[src/rtl/pito_uart_tx_arbiter.sv]
// pito_uart_tx_arbiter
//   Shares one darkuart transmit channel between NREQ requesters (one per hart).
//   A round-robin pick is made in IDLE. The UART status is then polled until it
//   is not busy, and the latched byte is written to the UART buffer register.
//   The requester sees a one-cycle GNT in the same cycle as that write.
//
// Ports
//   clk_i          clock
//   res_i          synchronous reset, active-high
//   req_i          per-requester transmit request (level, held until GNT)
//   req_data_i     byte for requester i at [8*i+7:8*i]
//   gnt_o          one-hot pulse, byte of that requester written this cycle
//   owner_o        index of requester being served
//   active_o       FSM not in IDLE
//   uart_rd_o      darkuart RD
//   uart_wr_o      darkuart WR
//   uart_be_o      darkuart BE
//   uart_datai_o   darkuart DATAI
//   uart_datao_i   darkuart DATAO, bit0 = transmitter busy
//
// state  | meaning
// IDLE   | waiting for any request, round-robin pick on exit
// CHECK  | status read each cycle until the UART is not busy
// WRITE  | byte written to UART buffer, GNT to owner
// SETTLE | dead cycle so the next CHECK sees the new busy flag

module pito_uart_tx_arbiter #(
  parameter int NREQ = 8,
  parameter int IDW  = $clog2(NREQ)
) (
  input  logic              clk_i,
  input  logic              res_i,
  input  logic [NREQ-1:0]   req_i,
  input  logic [8*NREQ-1:0] req_data_i,
  output logic [NREQ-1:0]   gnt_o,
  output logic [IDW-1:0]    owner_o,
  output logic              active_o,
  output logic              uart_rd_o,
  output logic              uart_wr_o,
  output logic [3:0]        uart_be_o,
  output logic [31:0]       uart_datai_o,
  input  logic [31:0]       uart_datao_i
);

  localparam logic [1:0] ST_IDLE   = 2'd0;
  localparam logic [1:0] ST_CHECK  = 2'd1;
  localparam logic [1:0] ST_WRITE  = 2'd2;
  localparam logic [1:0] ST_SETTLE = 2'd3;

  localparam logic [IDW:0]   NREQ_W = (IDW+1)'(NREQ);
  localparam logic [IDW-1:0] LAST   = IDW'(NREQ - 1);

  logic [1:0]     state_q, state_d;
  logic [IDW-1:0] ptr_q, ptr_d;
  logic [IDW-1:0] owner_q, owner_d;
  logic [7:0]     byte_q, byte_d;

  logic           sel_found;
  logic [IDW-1:0] sel_idx;
  logic [IDW:0]   cand;

  // Only the busy flag of the status word is used.
  logic unused_datao;
  assign unused_datao = ^uart_datao_i[31:1];

  // Scan ptr, ptr+1, ... mod NREQ; the sum is one bit wider so the
  // modulo works for non-power-of-two NREQ as well.
  always_comb begin
    sel_found = 1'b0;
    sel_idx   = '0;
    cand      = '0;
    for (int k = 0; k < NREQ; k++) begin
      cand = {1'b0, ptr_q} + (IDW+1)'(k);
      if (cand >= NREQ_W) cand = cand - NREQ_W;
      if (!sel_found && req_i[cand[IDW-1:0]]) begin
        sel_found = 1'b1;
        sel_idx   = cand[IDW-1:0];
      end
    end
  end

  always_comb begin
    state_d = state_q;
    ptr_d   = ptr_q;
    owner_d = owner_q;
    byte_d  = byte_q;
    case (state_q)
      ST_IDLE: begin
        if (sel_found) begin
          owner_d = sel_idx;
          byte_d  = req_data_i[{sel_idx, 3'b000} +: 8];
          state_d = ST_CHECK;
        end
      end
      ST_CHECK: begin
        if (!req_i[owner_q])       state_d = ST_IDLE;
        else if (!uart_datao_i[0]) state_d = ST_WRITE;
      end
      ST_WRITE: begin
        ptr_d   = (owner_q == LAST) ? '0 : owner_q + IDW'(1);
        state_d = ST_SETTLE;
      end
      default: state_d = ST_IDLE;
    endcase
  end

  always_ff @(posedge clk_i) begin
    if (res_i) begin
      state_q <= ST_IDLE;
      ptr_q   <= '0;
      owner_q <= '0;
      byte_q  <= '0;
    end else begin
      state_q <= state_d;
      ptr_q   <= ptr_d;
      owner_q <= owner_d;
      byte_q  <= byte_d;
    end
  end

  // All outputs depend only on registered state.
  always_comb begin
    gnt_o        = '0;
    uart_rd_o    = 1'b0;
    uart_wr_o    = 1'b0;
    uart_be_o    = 4'b0000;
    uart_datai_o = 32'h0;
    case (state_q)
      ST_CHECK: begin
        uart_rd_o = 1'b1;
        uart_be_o = 4'b0001;
      end
      ST_WRITE: begin
        uart_wr_o      = 1'b1;
        uart_be_o      = 4'b0010;
        uart_datai_o   = {16'h0, byte_q, 8'h0};
        gnt_o[owner_q] = 1'b1;
      end
      default: ;
    endcase
  end

  assign owner_o  = owner_q;
  assign active_o = (state_q != ST_IDLE);

endmodule

[config.mk]
export PLATFORM = sky130hd
export DESIGN_NAME = pito_uart_tx_arbiter
export DESIGN_NICKNAME = d
export VERILOG_FILES = /design/src/rtl/pito_uart_tx_arbiter.sv
export SDC_FILE = /design/constraint.sdc
export NUM_CORES = 1
export LEC_CHECK = 0
export CAP_MARGIN = 20
export CORE_ASPECT_RATIO = 0.6
export CORE_MARGIN = 5
export CORE_UTILIZATION = 39
export DETAILED_ROUTE_END_ITERATION = 8
export GPL_TIMING_DRIVEN = 0
export PLACE_DENSITY = 0.92
export SYNTH_ARGS = -nofsm -noshare
export SYNTH_HDL_FRONTEND = slang
export SYNTH_SLANG_ARGS = --single-unit
[constraint.sdc]
create_clock -name clk_i -period 3.85 [get_ports clk_i]
set_input_delay 0.5775 -clock clk_i [delete_from_list [all_inputs] [get_ports clk_i]]
set_output_delay 0.5775 -clock clk_i [all_outputs]
set_load 0.05 [all_outputs]
## Word level (Yosys, flattened, before mapping)

Cells that the tools add are included.

- Word-level logic and storage cells: 117
- Output and inout port bits: 50
- Input port bits: 106
- Register bits: 16

- Reduce and logical (&&, ||, !) cells: 19
- Equal/unequal tests: 5
- Multiplexer cells: 54
- Add/sub/neg operators: 16
- Shift-type cells: 1
- $lt $le $gt $ge: 18

Operators with widths:

| cell | count |
|---|---|
| 64-bit by 7-bit variable part select with 8-bit output | 1 |
| 3-bit 2-to-1 mux | 17 |
| 3-bit by 4-bit < comparator with 1-bit output, second input constant | 9 |
| 4-bit greater-or-equal comparator, second input constant | 7 |
| 1-bit binary-select mux with 3-bit select | 9 |
| 3-bit by 1-bit subtractor with 3-bit output, second input constant | 8 |
| 1-bit 2-to-1 mux | 20 |
| 3-bit by 3-bit adder with 4-bit output, second input constant | 4 |
| 16-bit 2-to-1 mux | 1 |
| 3-bit by 2-bit adder with 4-bit output, second input constant | 2 |
| 1-bit logical AND | 8 |
| 8-bit 2-to-1 mux | 1 |
| 1-bit zero test | 7 |
| 2-bit 2-to-1 mux | 3 |
| 2-bit one-hot mux with 3 select lines | 1 |
| 3-bit by 1-bit adder with 4-bit output, second input constant | 1 |
| 3-bit by 4-bit greater-or-equal comparator with 1-bit output, second input constant | 1 |
| 2-bit one-hot mux with 2 select lines | 1 |
| 2-bit AND reduction | 2 |
| 3-bit by 1-bit adder with 3-bit output, second input constant | 1 |
| 1-bit demux with 3-bit select | 1 |
| 3-bit equality test, second input constant | 1 |
| 3-bit by 1-bit greater-or-equal comparator with 1-bit output, second input constant | 1 |
| 3-bit != test, second input constant | 1 |
| other kinds (5) | 5 |

## Depth between registers and ports, before layout

- Depth in word-level cells: 28
- Depth in mapped cells: 15
- Gate-level depth less buffers: 11

## Least setup slack after synthesis

No wires, ideal clock.

- Path type: reg-to-reg
- Start: register ptr_q[1]
- End: register byte_q[2]
- Buffers on the path: 4
- Arrival time: 3384 ps
- Data required time: 3762 ps
- Path slack: 378 ps
- Clock period less this slack: 3472 ps
- Cell stages (with the launch flop): 16
- Setup time: 88 ps
- Cell sequence: dfxtp_1 -> buf_6 -> clkinv_1 -> ha_1 -> buf_2 -> buf_4 -> mux4_2 -> nand2_1 -> a32oi_1 -> o311a_1 -> a211o_4 -> clkinv_4 -> buf_8 -> nand2_1 -> a311o_1 -> a311oi_2

- Cells in the longest elaborated chain, start to end: 27
- Elaborated cells on any way between the ends: 79
- Those cells by class: add/sub (15); order compare (8); shift (1); mux (40); reduce/logical (15)

RTL lines:

| element | RTL line | source |
|---|---|---|
| from (decl) | 54 | `logic [IDW-1:0] ptr_q, ptr_d;` |
| from (signal assigned) | 115 | `ptr_q <= ptr_d;` |
| parallel branches: the longest is 27 deep, another holds 3-bit by 1-bit adder with 4-bit output | n/a |  |
| to (signal assigned) | 117 | `byte_q <= byte_d;` |
| to (decl) | 56 | `logic [7:0] byte_q, byte_d;` |

Several ways; the timed one is not identified. The select of a mux whose other input is x is not followed.
A chain may end at the register's enable or synchronous reset.

## Final worst setup path

- Start: register ptr_q[0]
- End: register byte_q[7]

Same word-level chain as after synthesis.

==> out/metrics.csv <==
stage,metric,value,unit
status,status,completed,
power_and_ir_drop,internal_power,0.000608,W
route,drc,0,
layout,stdcell_count,544,
route,num_vias,3161,
placement,io_buffers,95,
setup_path,critical_path.max_fanout,10,
die,rows,23,
layout,area_growth,49.9,%
cts,clock-sinks,16,
hold_path,hold_path.class,register to register,
timing,finalCritPeriodShare,99.3,%
cts,clock_path_buffers,2,
die,die_x,116,um
global_route,grt_util_all_layers,21.8,%
logic_synthesis,synth_seq_cells,16,
global_route,grt_pass1_wl,15100,um
route,route.antenna.remaining_nets,0,
die,core_area,6620,um2
logic_synthesis,synth_top_area_cell,dfxtp_1,
setup_path,crit_chain,buf_8 -> inv_2 -> ha_1 -> clkbuf_4 -> buf_6 -> mux2i_1 -> mux4_2 -> a22o_1 -> and4_2 -> a32o_1 -> a21o_2 -> nand3_1 -> o21ai_0 -> a211oi_1,
logic_synthesis,yosysTopAreaCellShare,12.1,%
setup_path,critical_path_depth,14,
route,viasPerCell,5.81,
setup_path,cpPeakStageDelay,0.48,ns
logic_synthesis,ys_warn_count,0,
placement,place_hpwl,7720,um
timing,holdWs,0.499,ns
logic_synthesis,synthCells,334,
logic_synthesis,async_flop_share,0,%
timing,fin_ws,0.0279,ns
die,die_h,73.8,um
placement,place_inst,541,
setup_path,crit_arrival,3.95,ns
global_route,grt_pass1_vias,3081,
setup_path,start_kind,register,
timing,fmax,262,MHz
logic_synthesis,synth_cell_types,62,
power_and_ir_drop,clkPwrFrac,22.1,%
die,die_area,8580,um2
route,drtIter0Drc,286,
power_and_ir_drop,power_density,263,nW/um2
cts,ctsHtreeMaxLevel,1,
layout,fin_nets,568,
setup_path,rr_worst_depth,14,
cts,cts_root_buffer,clkbuf_16,
setup_path,rrSetupSlack,0.03,ns
die,ios,156,
timing,worst_clock_skew,0.00143,ns
timing,finalHoldViolCount,0,
logic_synthesis,avgSynthCellArea,7.91,um2
power_and_ir_drop,leakagePower,1.56,nW
layout,drive_gt1_share,19.5,%
die,initial_core_util,39.9,%
timing,max_slew_margin,58.6,%
cts,clk_pin_slew,0.05,ns
hold_path,min_from,byte_q[0],
cts,cts_tree,done,
route,first_pass_iters,5,
logic_synthesis,synthesis.area,2640,um2
power_and_ir_drop,p_seq_share,19.7,%
global_route,grt_max_degree,12,
layout,final_core_utilization,59.8,%
hold_path,hold_depth,2,
timing,report.final.slew_viol_count,0,
layout,n_antenna_cell,0,
logic_synthesis,synth_ff_type,dfxtp_1,
timing,tightest_slew,0.618,ns
placement,dp_slack,-0.461,ns
setup_path,cp-end-kind,register,
setup_path,crit_slowest_cell,mux4_2,
cts,cts_buffers,3,
cts,worst_skew_pair.late_latency,0.25,ns
job,max_cap_viol_count,0,
route,wire_per_inst,18.1,um
setup_path,critPathRequiredTime,3.98,ns
timing,min_period,3.82,ns
hold_path,hold-path-endpoint,byte_q[0],
setup_path,crit_type,register to register,
global_route,overflow,0,
setup_path,reg2reg_to,byte_q[7],
logic_synthesis,synth_edf_count,0,
power_and_ir_drop,p_sw_share,41.6,%
power_and_ir_drop,power_frac_comb,58.2,%
global_route,antenna_found_initial,0,
route,finalWirelength,9860,um
setup_path,cp_top_family,compound AO/OA/AOI/OAI gates,
logic_synthesis,synthTopCellsByArea,"dfxtp_1 (12%), mux4_2 (12%), buf_4 (8.2%), mux2i_1 (8.0%), nor2_1 (4.8%)",
placement,gp_congestion,0.961,
cts,post-cts-setup-buffer-count,0,
logic_synthesis,yosysSeqAreaShare,12.1,%
timing,setup_viol,0,
setup_path,crit_buf_inv,4,
power_and_ir_drop,p_switching,0.000434,W
setup_path,rr_startpoint,ptr_q[0],
power_and_ir_drop,ir_worst_vdd,0.192,mV
==> routing by layer <==
metal,share of wire [%],track usage (%),vias up
met1,40,29.7,1485
met4,2.2,6.82,0
met2,49,35.9,219
li1,-,-,1435
met3,9.6,2.80,22
met5,0,0,-
==> cell families after synthesis <==
kind of cell / count (synthesis) / share of synthesized area, %
adder cells (fa/ha/maj): 4 / 1.89
flip-flops: 16 / 12.1
buffers and inverters: 61 / 14.3
XOR/XNOR: 2 / 0.663
multiplexers: 47 / 26.1
AND/OR/NAND/NOR: 123 / 22.4
AO/OA/AOI/OAI: 80 / 22.3
other: 1 / 0.142
==> timing repair <==
item | 4_1_cts | 5_1_grt
gates resized for setup | 8 | 13
endpoints found under the setup margin | 11 | 11
gates cloned | 0 | 0
hold buffers | 0 | 0
pin swaps | 0 | 0
==> area by class of cell <==
| cell class | count | area [um2] |
|---|---|---|
| multi-input cells | 282 | 2100 |
| clock buffers | 4 | 88.8 |
| repair buffers | 95 | 951 |
| flip-flops and latches | 16 | 324 |
| inverters | 8 | 37.5 |
| plain buffers | 52 | 354 |
| well taps | 87 | 109 |
| fillers | 549 | 2660 |
==> sequential cells by signal, indices dropped and copies added, names as in the netlist <==
register / cells
byte_q: 8
ptr_q: 3
state_q: 2
owner_o: 3
==> worst min-delay path: stages (launching register included) <==
cell	delay (ns)
dfxtp_1	0.31
nor2_1	0.09
a311oi_1	0.05
==> cells in the mapped netlist, types with 5 or more instances <==
| cell | instances |
|---|---|
| mux2i_1 | 21 |
| buf_4 | 29 |
| buf_2 | 7 |
| dfxtp_1 | 16 |
| mux4_2 | 14 |
| and2_1 | 12 |
| nand2b_1 | 6 |
| a311o_1 | 6 |
| nand3_1 | 22 |
| mux2_2 | 8 |
| nor3_1 | 8 |
| inv_1 | 5 |
| a211oi_1 | 13 |
| a21oi_1 | 14 |
| nor2_1 | 34 |
| o21ai_0 | 17 |
| nand2_1 | 26 |
| clkbuf_1 | 10 |
==> worst max path at each step <==
stage / end / slack, ns / from
2_1_floorplan: byte_q[2] / 0.38 / ptr_q[1]
3_3_place_gp: byte_q[5] / -0.23 / ptr_q[1]
3_5_place_dp: byte_q[4] / -0.46 / ptr_q[1]
4_1_cts: byte_q[3] / 0.03 / ptr_q[0]
5_1_grt: byte_q[7] / -0.1 / ptr_q[0]
6_report: byte_q[7] / 0.03 / ptr_q[0]
==> cells in the final DEF, fill, tap and decap left out, types with 5 or more instances in the layout <==
| cell | n |
|---|---|
| a211oi_1 | 12 |
| a21oi_1 | 13 |
| a311o_1 | 6 |
| and2_1 | 12 |
| buf_2 | 6 |
| buf_4 | 29 |
| clkbuf_1 | 9 |
| clkdlybuf4s50_1 | 95 |
| conb_1 | 26 |
| dfxtp_1 | 15 |
| inv_1 | 5 |
| mux2_2 | 8 |
| mux2i_1 | 20 |
| mux4_2 | 14 |
| nand2_1 | 26 |
| nand2b_1 | 6 |
| nand3_1 | 22 |
| nor2_1 | 34 |
| nor3_1 | 8 |
| o21ai_0 | 17 |
==> per-stage QoR <==
step                instance area (um2)  power, W  setup TNS [ns]
floorplan                          2740  0.000602               0
global placement                   3800  0.000763           -1.51
detailed placement                 3800  0.000780           -3.36
CTS                                3910   0.00102               0
global route                       3960   0.00109          -0.102
finish                             3960   0.00104               0
==> power groups by stage <==
stage | Combinational [W] | Clock (W) | Sequential (W)
after floorplan | 0.000387 | 0 | 0.000216
after CTS | 0.000581 | 0.000230 | 0.000205
after detailed placement | 0.000572 | 0 | 0.000208
after global placement | 0.000557 | 0 | 0.000206
after global routing | 0.000642 | 0.000241 | 0.000208
final | 0.000606 | 0.000230 | 0.000205
(Power assumes the default switching activity.)
